`src/rtl/mmio_uart_tx_if.sv`:
```
// Processor load/store bus as seen by a memory-mapped peripheral.
// The master is the memory stage and the slave is the peripheral.
interface mmio_uart_tx_if #(
  parameter int WIDTH = 32
);
  logic             wr_en;
  logic [WIDTH-1:0] wr_addr;
  logic [WIDTH-1:0] wr_data;
  logic             rd_en;
  logic [WIDTH-1:0] rd_addr;
  logic [WIDTH-1:0] rd_data;

  modport master (
    output wr_en, wr_addr, wr_data, rd_en, rd_addr,
    input  rd_data
  );

  modport slave (
    input  wr_en, wr_addr, wr_data, rd_en, rd_addr,
    output rd_data
  );
endinterface

```
`src/rtl/mmio_uart_tx.sv`:
```
// Memory-mapped 8N1 UART transmitter with a TX FIFO and a pollable STATUS register.
// The register map is TXDATA at BASE_ADDR, STATUS at BASE_ADDR+1 and CTRL at BASE_ADDR+2.
module mmio_uart_tx #(
  parameter int               WIDTH        = 32,
  parameter int               CLKS_PER_BIT = 16,
  parameter int               FIFO_DEPTH   = 8,
  parameter logic [WIDTH-1:0] BASE_ADDR    = WIDTH'('h40000010)
) (
  input  logic                 clk,
  input  logic                 reset,
  mmio_uart_tx_if.slave        bus,
  output logic                 tx,
  output logic                 busy
);

  localparam int PTR_W  = $clog2(FIFO_DEPTH);
  localparam int CNT_W  = PTR_W + 1;
  localparam int BCNT_W = (CLKS_PER_BIT > 2) ? $clog2(CLKS_PER_BIT) : 1;

  localparam logic [WIDTH-1:0]  STATUS_ADDR = BASE_ADDR + WIDTH'(1);
  localparam logic [WIDTH-1:0]  CTRL_ADDR   = BASE_ADDR + WIDTH'(2);
  localparam logic [CNT_W-1:0]  DEPTH_CNT   = CNT_W'(FIFO_DEPTH);
  localparam logic [BCNT_W-1:0] BCNT_LAST   = BCNT_W'(CLKS_PER_BIT - 1);

  typedef enum logic [1:0] {IDLE, START, DATA, STOP} state_t;

  state_t            state;
  logic [BCNT_W-1:0] bcnt;
  logic [2:0]        bidx;
  logic [7:0]        shift;
  logic              tx_q;

  logic [7:0]        fifo_mem [FIFO_DEPTH];
  logic [PTR_W-1:0]  wr_ptr;
  logic [PTR_W-1:0]  rd_ptr;
  logic [CNT_W-1:0]  count;
  logic              overflow;

  logic full;
  logic empty;
  logic push_req;
  logic push_ok;
  logic pop;
  logic flush;
  logic clr_ovf;
  logic set_ovf;
  logic unused_wr_data;

  assign full  = (count == DEPTH_CNT);
  assign empty = (count == '0);
  assign busy  = (state != IDLE) || !empty;
  assign tx    = tx_q;
  assign unused_wr_data = ^bus.wr_data[WIDTH-1:8];

  // NOTE: every signal gets a default at the top of always_comb so no path leaves it unassigned (no latch).
  always_comb begin
    push_req = 1'b0;
    flush    = 1'b0;
    clr_ovf  = 1'b0;
    if (bus.wr_en && bus.wr_addr == BASE_ADDR) push_req = 1'b1;
    if (bus.wr_en && bus.wr_addr == CTRL_ADDR) begin
      flush   = bus.wr_data[1];
      clr_ovf = bus.wr_data[0];
    end
    // A flush empties the FIFO outright, so it also suppresses a pending pop.
    pop     = (state == IDLE) && !empty && !flush;
    push_ok = push_req && !flush && (!full || pop);
    set_ovf = push_req && !flush && full && !pop;
  end

  // NOTE: sequential state uses non-blocking assignments so all registers update from pre-edge values.
  always_ff @(posedge clk or posedge reset) begin
    if (reset) begin
      wr_ptr   <= '0;
      rd_ptr   <= '0;
      count    <= '0;
      overflow <= 1'b0;
    end else begin
      if (flush) begin
        wr_ptr <= '0;
        rd_ptr <= '0;
        count  <= '0;
      end else begin
        if (push_ok) wr_ptr <= wr_ptr + PTR_W'(1);
        if (pop)     rd_ptr <= rd_ptr + PTR_W'(1);
        count <= count + CNT_W'(push_ok) - CNT_W'(pop);
      end
      if (set_ovf)      overflow <= 1'b1;
      else if (clr_ovf) overflow <= 1'b0;
    end
  end

  // NOTE: the FIFO storage has no reset; the count and pointers alone decide which entries are valid.
  always_ff @(posedge clk) begin
    if (push_ok) fifo_mem[wr_ptr] <= bus.wr_data[7:0];
  end

  always_ff @(posedge clk or posedge reset) begin
    if (reset) begin
      bus.rd_data <= '0;
    end else if (bus.rd_en && bus.rd_addr == STATUS_ADDR) begin
      bus.rd_data <= WIDTH'({8'(count), overflow, busy, empty, full});
    end else begin
      bus.rd_data <= '0;
    end
  end

  // tx_q is loaded with the level of the state being entered, so the line follows the FSM with no decode glitches.
  always_ff @(posedge clk or posedge reset) begin
    if (reset) begin
      state <= IDLE;
      bcnt  <= '0;
      bidx  <= '0;
      shift <= '0;
      tx_q  <= 1'b1;
    end else begin
      unique case (state)
        IDLE: begin
          tx_q <= 1'b1;
          if (pop) begin
            shift <= fifo_mem[rd_ptr];
            bcnt  <= '0;
            tx_q  <= 1'b0;
            state <= START;
          end
        end
        START: begin
          if (bcnt == BCNT_LAST) begin
            bcnt  <= '0;
            bidx  <= '0;
            tx_q  <= shift[0];
            state <= DATA;
          end else begin
            bcnt <= bcnt + BCNT_W'(1);
          end
        end
        DATA: begin
          if (bcnt == BCNT_LAST) begin
            bcnt <= '0;
            if (bidx == 3'd7) begin
              tx_q  <= 1'b1;
              state <= STOP;
            end else begin
              shift <= shift >> 1;
              tx_q  <= shift[1];
              bidx  <= bidx + 3'd1;
            end
          end else begin
            bcnt <= bcnt + BCNT_W'(1);
          end
        end
        STOP: begin
          if (bcnt == BCNT_LAST) begin
            bcnt  <= '0;
            state <= IDLE;
          end else begin
            bcnt <= bcnt + BCNT_W'(1);
          end
        end
        default: state <= IDLE;
      endcase
    end
  end

endmodule

```
`src/flat_wrapper.sv`:
```
// flat-port wrapper written by rule: the top's interface ports become plain ports
module mmio_uart_tx_flat 
#(
  parameter int               WIDTH        = 32,
  parameter int               CLKS_PER_BIT = 16,
  parameter int               FIFO_DEPTH   = 8,
  parameter logic [WIDTH-1:0] BASE_ADDR    = WIDTH'('h40000010)
)
  (clk, reset, tx, busy, bus_wr_en, bus_wr_addr, bus_wr_data, bus_rd_en, bus_rd_addr, bus_rd_data);
  mmio_uart_tx_if #(.WIDTH(WIDTH)) bus_i ();
  input  logic clk;
  input  logic reset;
  output logic tx;
  output logic busy;
  input wire logic [$bits(bus_i.wr_en)-1:0] bus_wr_en;
  input wire logic [$bits(bus_i.wr_addr)-1:0] bus_wr_addr;
  input wire logic [$bits(bus_i.wr_data)-1:0] bus_wr_data;
  input wire logic [$bits(bus_i.rd_en)-1:0] bus_rd_en;
  input wire logic [$bits(bus_i.rd_addr)-1:0] bus_rd_addr;
  output wire logic [$bits(bus_i.rd_data)-1:0] bus_rd_data;
  assign bus_i.wr_en = bus_wr_en;
  assign bus_i.wr_addr = bus_wr_addr;
  assign bus_i.wr_data = bus_wr_data;
  assign bus_i.rd_en = bus_rd_en;
  assign bus_i.rd_addr = bus_rd_addr;
  assign bus_rd_data = bus_i.rd_data;
  mmio_uart_tx #(.WIDTH(WIDTH), .CLKS_PER_BIT(CLKS_PER_BIT), .FIFO_DEPTH(FIFO_DEPTH), .BASE_ADDR(BASE_ADDR)) u_core (.clk(clk), .reset(reset), .bus(bus_i), .tx(tx), .busy(busy));
endmodule
```
`config.mk`:
```
export PLATFORM = sky130hd
export DESIGN_NAME = mmio_uart_tx_flat
export DESIGN_NICKNAME = d
export VERILOG_FILES = /design/src/rtl/mmio_uart_tx_if.sv /design/src/rtl/mmio_uart_tx.sv /design/src/flat_wrapper.sv
export SDC_FILE = /design/constraint.sdc
export NUM_CORES = 1
export LEC_CHECK = 0
export BUFFER_PORTS_ARGS = -buffer_cell sky130_fd_sc_hd__buf_2
export CAP_MARGIN = 5
export CORE_AREA = 2 2 105 107
export DETAILED_ROUTE_END_ITERATION = 16
export DIE_AREA = 0 0 107 109
export GPL_ROUTABILITY_DRIVEN = 0
export PLACE_DENSITY = 0.75
export SKIP_LAST_GASP = 1
export SYNTH_ARGS = -nofsm -noshare
export SYNTH_HDL_FRONTEND = slang
export SYNTH_SLANG_ARGS = --single-unit
```
`constraint.sdc`:
```
create_clock -name clk -period 2.5 [get_ports clk]
set_clock_uncertainty 0.15 [all_clocks]
set_input_delay 0.5 -clock clk [delete_from_list [all_inputs] [get_ports clk]]
set_output_delay 0.5 -clock clk [all_outputs]
set_load 0.01 [all_outputs]
```
==> flow_summary.yaml <==
setup_path:
  r2r_cells: 8
  cp_data_required_time_ps: 2610
  worstSetupStartpointType: "flop"
  rr_endpoint: "u_core.count[1]"
  critPathKind: "reg2reg"
  crit_path_max_fanout: 5
  crit_path_end_kind: "flop"
  ff2ff_setup_slack_ps: 110
  cp_data_arrival_time_ps: 2500
  rr_startpoint: "u_core.state[0]"
yosys:
  synth_commonest_cells: "64 x edfxtp_1, 36 x dfrtp_1, 26 x buf_4, 20 x nand2_1"
  synthFlopType: "edfxtp_1"
  synth.cell_area_sq_mm: 0.00485
  synth.most_common_cell: "edfxtp_1"
  yosys.area_share.simple_pct: 13.1
  synthAdderAreaFrac_pct: 4.03
  synth_area_leader_cell: "edfxtp_1"
  synth_cells: 337
  synth_warnings: 0
  synth_compound_area_share_pct: 5.65
  ys_seq_area_share_pct: 58.8
  synth_cell_types: 57
  synth_xor_xnor_area_share_pct: 1.08
  synth.area.mux_share_pct: 11.6
  avgSynthCellArea_sq_um: 14.4
  async_reset_ff_share_pct: 36.6
  synth_area_leaders: "edfxtp_1 40%, dfrtp_1 19%, mux4_2 7.4%"
  synth.ff_latch_count: 101
  synth_top_family_by_area: "simple AND/OR/NAND/NOR gates"
  synth_edf_count: 64
  netlist.area_leader.share_pct: 39.7
power:
  p_clk_share_pct: 35.4
  internal_power_w: 0.00230
  power.share.combinational_pct: 4.2
  p_seq_share_pct: 60.4
  p_sw_w: 0.000640
  cellPowerDensity_mw_per_mm2: 507
  leakage_nw: 2.47
  swShare_pct: 21.8
  ir_worst_vdd_v: 0.000309
die:
  floorplan.die.width_um: 107
  die_y_um: 109
  io_pins: 134
  start_util_pct: 45.7
  core_area_sq_mm: 0.0106
  placementRows: 38
  die_area_sq_mm: 0.0117
timing:
  rsz0062_at_grt: "false"
  tns_ps: 0
  worst_pin_slew_ps: 548
  max_slew_margin_pct: 63.4
  drv_slew: 0
  final-setup-viol-count: 0
  finalCriticalPeriod_ps: 2390
  fmax_mhz: 418
  finalCritPeriodShare_pct: 95.8
  hold_viol: 0
  holdWs_ps: 83.9
clock_network:
  cts_buffers: 9
  tritoncts: "done"
  clkLatencyLatePin_ps: 370
  cts-htree-levels: 3
  cts_root_buf: "clkbuf_8"
  max-clock-path-buffers: 2
  clk_pin_slew_ps: 100
  cts.sink_count: 101
placement:
  dp_hpwl_mm: 6.61
  placed_area_sq_mm: 0.00551
  io_buffers: 85
routing:
  drcViolationCount: 0
  drtPass1Iterations: 4
  drtIter0Drc: 198
  vias: 3030
  ant_nets: 0
  wl_per_cell_um: 15.6
  vias_per_cell: 5.13
  routed_wirelength_mm: 9.21
global_routing:
  antenna_found_initial: 0
  grt_max_degree: 38
  grt-ovfl-total: 0
  grt_pass1_vias: 2927
  grt_usage_pct: 16.5
  grt_pass1_wl_mm: 14.6
final_layout:
  fill_cells: 841
  syn_to_final_growth_pct: 19.7
  finalInstanceArea_sq_mm: 0.00580
  diodes: 0
  final_nets: 561
  drive_gt1_share_pct: 38.1
job:
  maxCapViolations: 0
run_status:
  status: "complete, no violations"
hold_path:
  hp-class: "in2async"
-- worst max-delay path by stage --
stage	end	cells past startpoint	from
final	u_core.count[1]	8	u_core.state[0]
after floorplan	u_core.fifo_mem[1][0]	5	bus_wr_addr[25]
after detailed placement	u_core.fifo_mem[0][6]	7	bus_wr_addr[15]
after CTS	u_core.fifo_mem[0][0]	8	u_core.state[0]
after global routing	u_core.count[3]	11	u_core.state[0]
after global placement	u_core.count[1]	7	bus_wr_addr[15]
-- through the flow --
stage                     std cells  setup slack [ps]  total power, W  utilization [%]
after global routing            591             0.464         0.00304             54.7
after CTS                       585             0.956         0.00297             53.9
final                           591               106         0.00294             54.7
after global placement          569              -141         0.00193             52.0
after floorplan                 360              -229         0.00188                -
after detailed placement        569              -228         0.00194             52.0
-- timing repair --
action,4_1_cts,5_1_grt
hold buffers,0,0
pin swaps,0,1
gates resized for setup,1,11
endpoints found under the setup margin,1,67
buffers inserted,0,6
-- cells by family (layout without fill, tap and decap cells) --
| group | count (synthesis) | in the layout |
|---|---|---|
| adder cells (fa/ha/maj) | 15 | 15 |
| other | 1 | 24 |
| AND/OR/NAND/NOR | 92 | 92 |
| buffers and inverters | 47 | 138 |
| XOR/XNOR | 6 | 6 |
| flip-flops | 101 | 101 |
| multiplexers | 35 | 35 |
| AO/OA/AOI/OAI | 40 | 40 |
-- power by group through the flow --
| stage | Combinational [W] | Clock, W | Sequential, W |
|---|---|---|---|
| after global routing | 0.000138 | 0.00113 | 0.00178 |
| final | 0.000123 | 0.00104 | 0.00178 |
| after floorplan | 0.0000674 | 0 | 0.00181 |
| after CTS | 0.000125 | 0.00107 | 0.00178 |
| after global placement | 0.000119 | 0 | 0.00181 |
| after detailed placement | 0.000125 | 0 | 0.00181 |
-- per-layer routing --
layer  track usage [%]  share of wire [%]  up-vias
met1              21.9                 42     1486
met2              27.6                 52       94
met5                 0                  0        -
met3              2.63                4.9       10
met4              6.12                1.5        0
li1                  -                  -     1440
-- placed cells by master, fill, tap and decap left out, types with 3 or more instances in the layout --
cell      netlist  layout
clkbuf_8        0       9
nor2_1         16      16
o21ai_0        13      13
nand3_1         5       5
nor4_4          3       3
a22o_1          3       3
nand2_1        20      20
conb_1          1      24
a21o_1          3       3
mux2i_1        10      10
and3_1          4       4
mux4_2         16      16
dfrtp_1        36      36
nor2b_1         4       4
inv_1          10       8
mux2_1          9       9
buf_2           1      85
buf_12          0       4
ha_1           14      13
edfxtp_1       64      64
xnor2_1         5       5
nor3_1          6       6
a21oi_1         7       5
buf_4          26      21
nor4_1          9       9
-- critical path, cell delays in order, from the launching register on --
cell and delay (ps):
dfrtp_1 430, inv_1 130, ha_4 170, buf_8 110, a21oi_4 70, nor4b_4 410, ha_1 260, fa_1 410
nor2b_1 130
-- area by class of cell --
class                           count  area (sq um)  area share, %
Clock buffer                       10           128           2.20
Multi-Input combinational cell    212          1850           31.9
Tap cell                          140           175           3.02
Sequential cell                   101          2850           49.1
Clock inverter                      6          70.1           1.21
Inverter                           10          37.5          0.647
Timing Repair Buffer              112           689           11.9
-- sequential cells by signal, summed over array words and instances, names as in the netlist, 3 cells and up --
register / flops
u_core.bcnt: 4
u_core.bidx: 3
u_core.bus.rd_data: 8
u_core.count: 4
u_core.fifo_mem: 64
u_core.rd_ptr: 3
u_core.shift: 8
u_core.wr_ptr: 3
No activity file was read; power rests on OpenSTA's default activity.
